File: config.mk
export PLATFORM = sky130hd
export DESIGN_NAME = dac_data_odelay_tx_flat
export DESIGN_NICKNAME = d
export VERILOG_FILES = /design/src/rtl/dac_tx_pkg.sv /design/src/rtl/dac_data_odelay_tx_if.sv /design/src/rtl/dac_tap_loader.sv /design/src/rtl/dac_data_odelay_tx.sv /design/src/flat_wrapper.sv
export SDC_FILE = /design/constraint.sdc
export NUM_CORES = 1
export LEC_CHECK = 0
export BUFFER_PORTS_ARGS = -buffer_cell sky130_fd_sc_hd__buf_2
export CAP_MARGIN = 15
export CORE_AREA = 2 2 90 92
export CTS_BUF_LIST = sky130_fd_sc_hd__clkbuf_16
export DETAILED_ROUTE_END_ITERATION = 8
export DIE_AREA = 0 0 92 94
export MAX_ROUTING_LAYER = met4
export PLACE_DENSITY = 0.77
export SLEW_MARGIN = 25
export SYNTH_ARGS = -nofsm -noshare
export SYNTH_HDL_FRONTEND = slang
export SYNTH_SLANG_ARGS = --single-unit
File: constraint.sdc
create_clock -name dac_clk_bufr -period 2.4 [get_ports dac_clk_bufr]
set_input_delay 0.24 -clock dac_clk_bufr [delete_from_list [all_inputs] [get_ports dac_clk_bufr]]
set_output_delay 0.24 -clock dac_clk_bufr [all_outputs]
set_load 0.02 [all_outputs]
File: src/rtl/dac_tx_pkg.sv
// Shared types and defaults for the DAC transmit path with loadable output delays.
package dac_tx_pkg;

   typedef enum logic [1:0] {ARM, LOAD, SETTLE, RUN} tx_state_t;

   localparam int DEF_DAC_DATA_WIDTH = 8;
   localparam int DEF_TAP_WIDTH      = 5;
   localparam int DEF_SETTLE_CYCLES  = 16;
   localparam logic [7:0] DEF_IDLE_CODE     = 8'h80;
   localparam logic [7:0] DEF_TRAIN_PATTERN = 8'h55;

   // Bit offset of a lane's tap field inside the packed tap configuration word.
   function automatic int lane_lsb(input int lane, input int tap_width);
      return lane * tap_width;
   endfunction

endpackage

File: src/rtl/dac_data_odelay_tx_if.sv
// Sample stream handshake between the DDC output datapath and the DAC transmitter.
interface dac_data_odelay_tx_if #(
   parameter int DAC_DATA_WIDTH = 8
);
   logic [DAC_DATA_WIDTH-1:0] s_data;
   logic                      s_valid;
   logic                      s_ready;

   modport master (output s_data, output s_valid, input s_ready);
   modport slave  (input s_data, input s_valid, output s_ready);
endinterface

File: src/rtl/dac_tap_loader.sv
// Sequences per-lane tap values into the output-delay primitives, one lane per cycle,
// then waits a settle period before releasing the datapath.
module dac_tap_loader
   import dac_tx_pkg::*;
#(
   parameter int DAC_DATA_WIDTH = DEF_DAC_DATA_WIDTH,
   parameter int TAP_WIDTH      = DEF_TAP_WIDTH,
   parameter int SETTLE_CYCLES  = DEF_SETTLE_CYCLES
) (
   input  logic                                clk,
   input  logic                                rst_n,
   input  logic [DAC_DATA_WIDTH*TAP_WIDTH-1:0] tap_cfg_in,
   input  logic                                tap_load_req,
   output tx_state_t                           state,
   output logic [TAP_WIDTH-1:0]                odly_cntvaluein,
   output logic [DAC_DATA_WIDTH-1:0]           odly_ld,
   output logic                                busy,
   output logic                                load_done
);

   localparam int CFG_W  = DAC_DATA_WIDTH * TAP_WIDTH;
   localparam int IDX_W  = (CFG_W > 1) ? $clog2(CFG_W) : 1;
   localparam int LANE_W = (DAC_DATA_WIDTH > 1) ? $clog2(DAC_DATA_WIDTH) : 1;
   localparam int CNT_W  = (SETTLE_CYCLES > 1) ? $clog2(SETTLE_CYCLES) : 1;
   localparam logic [LANE_W-1:0]         LAST_LANE    = LANE_W'(DAC_DATA_WIDTH - 1);
   localparam logic [CNT_W-1:0]          SETTLE_INIT  = CNT_W'(SETTLE_CYCLES - 1);
   localparam logic [DAC_DATA_WIDTH-1:0] LANE0_STROBE = DAC_DATA_WIDTH'(1);

   logic [CFG_W-1:0]  shadow;
   logic [LANE_W-1:0] lane;
   logic [LANE_W-1:0] next_lane;
   logic [IDX_W-1:0]  next_lsb;
   logic [CNT_W-1:0]  settle_cnt;
   logic              pending;

   assign next_lane = lane + 1'b1;
   assign next_lsb  = IDX_W'(lane_lsb(int'(next_lane), TAP_WIDTH));

   // Strobe outputs are set one edge ahead so each lane's strobe lines up with
   // the LOAD cycle that owns it; lane 0 comes straight from the live taps in ARM.
   always_ff @(posedge clk or negedge rst_n) begin
      if (!rst_n) begin
         state           <= ARM;
         shadow          <= '0;
         lane            <= '0;
         settle_cnt      <= '0;
         pending         <= 1'b0;
         odly_ld         <= '0;
         odly_cntvaluein <= '0;
         busy            <= 1'b1;
         load_done       <= 1'b0;
      end else begin
         load_done <= 1'b0;
         case (state)
            ARM: begin
               shadow          <= tap_cfg_in;
               lane            <= '0;
               odly_ld         <= LANE0_STROBE;
               odly_cntvaluein <= tap_cfg_in[TAP_WIDTH-1:0];
               if (tap_load_req) pending <= 1'b1;
               state <= LOAD;
            end
            LOAD: begin
               if (tap_load_req) pending <= 1'b1;
               if (lane == LAST_LANE) begin
                  odly_ld         <= '0;
                  odly_cntvaluein <= '0;
                  settle_cnt      <= SETTLE_INIT;
                  state           <= SETTLE;
               end else begin
                  lane            <= next_lane;
                  odly_ld         <= LANE0_STROBE << next_lane;
                  odly_cntvaluein <= shadow[next_lsb +: TAP_WIDTH];
               end
            end
            SETTLE: begin
               if (settle_cnt != '0) begin
                  settle_cnt <= settle_cnt - 1'b1;
                  if (tap_load_req) pending <= 1'b1;
               end else if (pending || tap_load_req) begin
                  pending <= 1'b0;
                  state   <= ARM;
               end else begin
                  busy      <= 1'b0;
                  load_done <= 1'b1;
                  state     <= RUN;
               end
            end
            RUN: begin
               if (tap_load_req) begin
                  busy  <= 1'b1;
                  state <= ARM;
               end
            end
            default: state <= ARM;
         endcase
      end
   end

endmodule

File: src/rtl/dac_data_odelay_tx.sv
// DAC transmit pin register with training-pattern generator; tap loading is
// delegated to dac_tap_loader and samples only flow while it reports RUN.
module dac_data_odelay_tx
   import dac_tx_pkg::*;
#(
   parameter int                        DAC_DATA_WIDTH = DEF_DAC_DATA_WIDTH,
   parameter int                        TAP_WIDTH      = DEF_TAP_WIDTH,
   parameter int                        SETTLE_CYCLES  = DEF_SETTLE_CYCLES,
   parameter logic [DAC_DATA_WIDTH-1:0] IDLE_CODE      = DEF_IDLE_CODE,
   parameter logic [DAC_DATA_WIDTH-1:0] TRAIN_PATTERN  = DEF_TRAIN_PATTERN
) (
   input  logic                                dac_clk_bufr,
   input  logic                                rst_n,
   input  logic [DAC_DATA_WIDTH*TAP_WIDTH-1:0] tap_cfg_in,
   input  logic                                tap_load_req,
   input  logic                                train_en,
   dac_data_odelay_tx_if.slave                 s_if,
   output logic [DAC_DATA_WIDTH-1:0]           dac_data_o,
   output logic [TAP_WIDTH-1:0]                odly_cntvaluein,
   output logic [DAC_DATA_WIDTH-1:0]           odly_ld,
   output logic                                busy,
   output logic                                load_done
);

   tx_state_t ld_state;
   logic      train_phase;

   dac_tap_loader #(
      .DAC_DATA_WIDTH (DAC_DATA_WIDTH),
      .TAP_WIDTH      (TAP_WIDTH),
      .SETTLE_CYCLES  (SETTLE_CYCLES)
   ) u_loader (
      .clk             (dac_clk_bufr),
      .rst_n           (rst_n),
      .tap_cfg_in      (tap_cfg_in),
      .tap_load_req    (tap_load_req),
      .state           (ld_state),
      .odly_cntvaluein (odly_cntvaluein),
      .odly_ld         (odly_ld),
      .busy            (busy),
      .load_done       (load_done)
   );

   assign s_if.s_ready = (ld_state == RUN);

   // Training takes priority over samples; the phase restarts at TRAIN_PATTERN
   // whenever training is off or the link leaves RUN.
   always_ff @(posedge dac_clk_bufr or negedge rst_n) begin
      if (!rst_n) begin
         dac_data_o  <= IDLE_CODE;
         train_phase <= 1'b0;
      end else if (ld_state != RUN) begin
         dac_data_o  <= IDLE_CODE;
         train_phase <= 1'b0;
      end else if (train_en) begin
         dac_data_o  <= train_phase ? ~TRAIN_PATTERN : TRAIN_PATTERN;
         train_phase <= ~train_phase;
      end else begin
         train_phase <= 1'b0;
         if (s_if.s_valid) dac_data_o <= s_if.s_data;
      end
   end

endmodule

File: src/flat_wrapper.sv
// flat-port wrapper written by rule: the top's interface ports become plain ports
module dac_data_odelay_tx_flat import dac_tx_pkg::*;
#(
   parameter int                        DAC_DATA_WIDTH = DEF_DAC_DATA_WIDTH,
   parameter int                        TAP_WIDTH      = DEF_TAP_WIDTH,
   parameter int                        SETTLE_CYCLES  = DEF_SETTLE_CYCLES,
   parameter logic [DAC_DATA_WIDTH-1:0] IDLE_CODE      = DEF_IDLE_CODE,
   parameter logic [DAC_DATA_WIDTH-1:0] TRAIN_PATTERN  = DEF_TRAIN_PATTERN
)
  (dac_clk_bufr, rst_n, tap_cfg_in, tap_load_req, train_en, dac_data_o, odly_cntvaluein, odly_ld, busy, load_done, s_if_s_data, s_if_s_valid, s_if_s_ready);
  dac_data_odelay_tx_if #(.DAC_DATA_WIDTH(DAC_DATA_WIDTH)) s_if_i ();
  input  logic dac_clk_bufr;
  input  logic rst_n;
  input  logic [DAC_DATA_WIDTH*TAP_WIDTH-1:0] tap_cfg_in;
  input  logic tap_load_req;
  input  logic train_en;
  output logic [DAC_DATA_WIDTH-1:0] dac_data_o;
  output logic [TAP_WIDTH-1:0] odly_cntvaluein;
  output logic [DAC_DATA_WIDTH-1:0] odly_ld;
  output logic busy;
  output logic load_done;
  input wire logic [$bits(s_if_i.s_data)-1:0] s_if_s_data;
  input wire logic [$bits(s_if_i.s_valid)-1:0] s_if_s_valid;
  output wire logic [$bits(s_if_i.s_ready)-1:0] s_if_s_ready;
  assign s_if_i.s_data = s_if_s_data;
  assign s_if_i.s_valid = s_if_s_valid;
  assign s_if_s_ready = s_if_i.s_ready;
  dac_data_odelay_tx #(.DAC_DATA_WIDTH(DAC_DATA_WIDTH), .TAP_WIDTH(TAP_WIDTH), .SETTLE_CYCLES(SETTLE_CYCLES), .IDLE_CODE(IDLE_CODE), .TRAIN_PATTERN(TRAIN_PATTERN)) u_core (.dac_clk_bufr(dac_clk_bufr), .rst_n(rst_n), .tap_cfg_in(tap_cfg_in), .tap_load_req(tap_load_req), .train_en(train_en), .s_if(s_if_i), .dac_data_o(dac_data_o), .odly_cntvaluein(odly_cntvaluein), .odly_ld(odly_ld), .busy(busy), .load_done(load_done));
endmodule
==> flow_summary.yaml <==
setup_path:
  max_stage_delay_ns: 0.54
  crit_type: "reg2reg"
  path_buf_inv: 1
  crit_fanout: 8
  cp_slowest_cell: "nor2b_1"
  r2r_setup_slack_ns: 0.51
  worstSetupStartpointType: "flip-flop"
  r2r_start: "u_core.u_loader.lane[0]"
  reg2regPathDepth: 5
  crit_arrival_ns: 2.10
  crit_family: "simple AND/OR/NAND/NOR gates"
  worstPathRequired_ns: 2.61
  worst_r2r_endpoint: "u_core.u_loader.odly_ld[3]"
  endpoint_kind: "flip-flop"
  cpMostUsedCell: "nor2b_1"
  crit_chain: "buf_4 > ha_1 > nor2b_1 > nor2b_1 > a32o_1"
global_routing:
  grt_max_degree: 75
  track_usage_pct: 18.47
  antenna_found_initial: 0
  grt.overflow.total: 0
  grt_pass1_vias: 2401
  grt_pass1_wl_microns: 11850
sta:
  relSlewSlack_pct: 39.09
  fin_skew_ns: 0.006099
  final.setup.tns_ns: 0
  hold_viol_final: 0
  hold_ws_ns: 0.02085
  finalWorstSetupSlack_ns: 0.5090
  min_period_ns: 1.891
  drv_slew: 0
  rsz0062_at_grt: "false"
  fin_crit_sh_pct: 78.79
  fmaxAchievable_mhz: 528.8
  tightestPinTransition_ns: 0.9137
  setup_viol: 0
die:
  die_y_microns: 94
  die_area_sq_um: 8648
  start_util_pct: 45.94
  core.rowCount: 32
  die_x_microns: 92
  pin_count: 77
  core_sq_um: 7607
layout:
  post-route-util_pct: 55.48
  fin_cells: 441
  fillerInstances: 663
  layout-drive-gt1-share_pct: 34.81
  layout_commonest_cell: "buf_2"
  final_nets: 394
  layout.cells.most_common_list: "75 x buf_2, 72 x dfrtp_1, 36 x mux2_1, 12 x nor2b_1, 10 x inv_1"
  design_area_sq_um: 4220
  syn_to_final_growth_pct: 20.77
  diodes: 0
power_and_ir_drop:
  clockPowerShare_pct: 21.2
  switchingPower_mw: 2.125
  peakVddDrop_uv: 694.1
  pwr-share-seq_pct: 36.4
  pwr-share-comb_pct: 42.4
  p_per_area_nw_per_um2: 1422
  intPower_mw: 3.878
  cellLeakagePower_nw: 1.964
  swShare_pct: 35.40
  p_total_mw: 6.003
outcome:
  outcome: "completed"
job:
  maxCapViolations: 0
drt:
  drtIter0Drc: 149
  firstDrtPassIters: 4
  vias: 2369
  post_drt_wl_per_cell_microns: 16.37
  drt-total-wl_microns: 7220
  avgViaCountPerCell: 5.372
  final_antenna_net_count: 0
  drcViolationCount: 0
synth:
  synth_warnings: 0
  synth.distinct_cells: 47
  syn_avg_cell_area_sq_um: 13.49
  synth_cells: 259
  seq_area_frac_synth_pct: 53.06
  syn-cell-area_sq_um: 3495
  synth_seq_cells: 74
  synth_fp_nets: 318
placement:
  gp_congestion: 0.8854
  dp_hpwl_microns: 5231
  pre_cts_ws_ns: 0.5426
  io_buffers: 76
  place_area_sq_um: 3936
  numPlacedInstances: 426
hold_path:
  holdCritPathClass: "in2async"
clock_network:
  cts-root-buf: "clkbuf_16"
  cts_inserted_buffers: 9
  cts_sinks: 74
  post-cts-setup-buffers: 0
  htree_levels: 3
  holdBufCountCts: 0
  cts.path.max_buffers: 2
  clock_latency_ns: 0.33
  cts_resized: 0
  clkSlewWorstSetupHoldPaths_ns: 0.06
  cts_tree: "yes"
-- worst max-delay path by stage --
stage,startpoint,to,depth (start not counted)
finish,u_core.u_loader.lane[0],u_core.u_loader.odly_ld[3],5
global route,u_core.u_loader.lane[0],u_core.u_loader.odly_ld[3],5
detailed placement,u_core.u_loader.lane[0],u_core.u_loader.odly_ld[3],5
global placement,u_core.u_loader.lane[0],u_core.u_loader.odly_ld[3],5
floorplan,u_core.u_loader.lane[0],u_core.u_loader.odly_cntvaluein[2],7
CTS,u_core.u_loader.lane[0],u_core.u_loader.odly_ld[3],5
-- worst register-to-register path, cell delays in order, from the launching register on --
cell	delay (ns)
dfrtp_1	0.36
buf_4	0.21
ha_1	0.23
nor2b_1	0.54
nor2b_1	0.14
a32o_1	0.29
-- synthesized netlist by cell type, drive strengths merged --
cell type | count | area, sq um
or3 | 1 | 6.260
and2 | 1 | 6.260
ha | 6 | 75.07
a22oi | 5 | 37.54
dfrtp | 72 | 1802
a32o | 2 | 20.02
a21boi | 1 | 7.510
nor2b | 12 | 75.07
o21a | 5 | 37.54
a21o | 2 | 15.01
o31ai | 2 | 15.01
o211a | 1 | 10.01
mux4 | 10 | 229.0
nand2b | 3 | 26.27
a22o | 4 | 35.03
clkbuf | 2 | 7.510
o2111ai | 5 | 43.79
a31oi | 3 | 18.77
a21oi | 3 | 15.01
o21bai | 1 | 7.510
buf | 15 | 126.4
dfstp | 2 | 52.55
o22a | 1 | 8.760
or4 | 1 | 7.510
nand3 | 10 | 55.05
nor3b | 2 | 20.02
o21ai | 5 | 25.02
nand2 | 4 | 15.01
o211ai | 6 | 45.04
mux2i | 3 | 30.03
or3b | 1 | 8.760
a211oi | 5 | 37.54
nand3b | 1 | 7.510
or2 | 1 | 6.260
mux2 | 43 | 484.2
or4b | 1 | 10.01
nor2 | 7 | 26.28
inv | 9 | 33.78
nor3 | 1 | 5.000
-- layout make-up --
cell class	instances	area, sq um	area share, %
tap	102	127.6	3.024
clock buffer	9	225.2	5.336
inverter	9	33.78	0.8005
multi-input combinational	159	1480	35.07
clock inverter	6	58.81	1.393
timing repair buffer	82	440.4	10.44
sequential	74	1854	43.94
-- power groups by stage --
stage                     sequential, mW  clock, mW  combinational [mW]
after CTS                           2.19       1.31                2.57
after detailed placement            2.21          0                2.57
after global placement              2.20          0                2.47
after floorplan                     2.21          0                1.94
final                               2.19       1.27                2.54
after global routing                2.24       1.37                2.81
-- registers in the layout (all words and copies together), names as in the netlist, 2 cells and up --
register and cells:
u_core.u_loader.odly_ld 8, u_core.u_loader.settle_cnt 4, u_core.u_loader.odly_cntvaluein 5, u_core.dac_data_o 8, u_core.u_loader.shadow 40, u_core.u_loader.state 2
u_core.u_loader.lane 3
-- metal layers --
metal	global-route usage, %	vias up	wire [microns]
met5	-	-	0
met4	5.100	0	85
met3	5.457	8	427
met2	29.72	73	3597
met1	23.05	1174	3109
li1	-	1114	-
-- kinds of logic (layout without fill, tap and decap cells) --
group	Yosys count	in the layout	synth area share, %
compound gates	51	51	10.85
buf+inv	26	106	4.798
fa+ha+maj	6	6	2.148
mux	56	56	21.27
simple gates	46	46	7.877
flops	74	74	53.06
No activity file was read; power rests on OpenSTA's default activity.
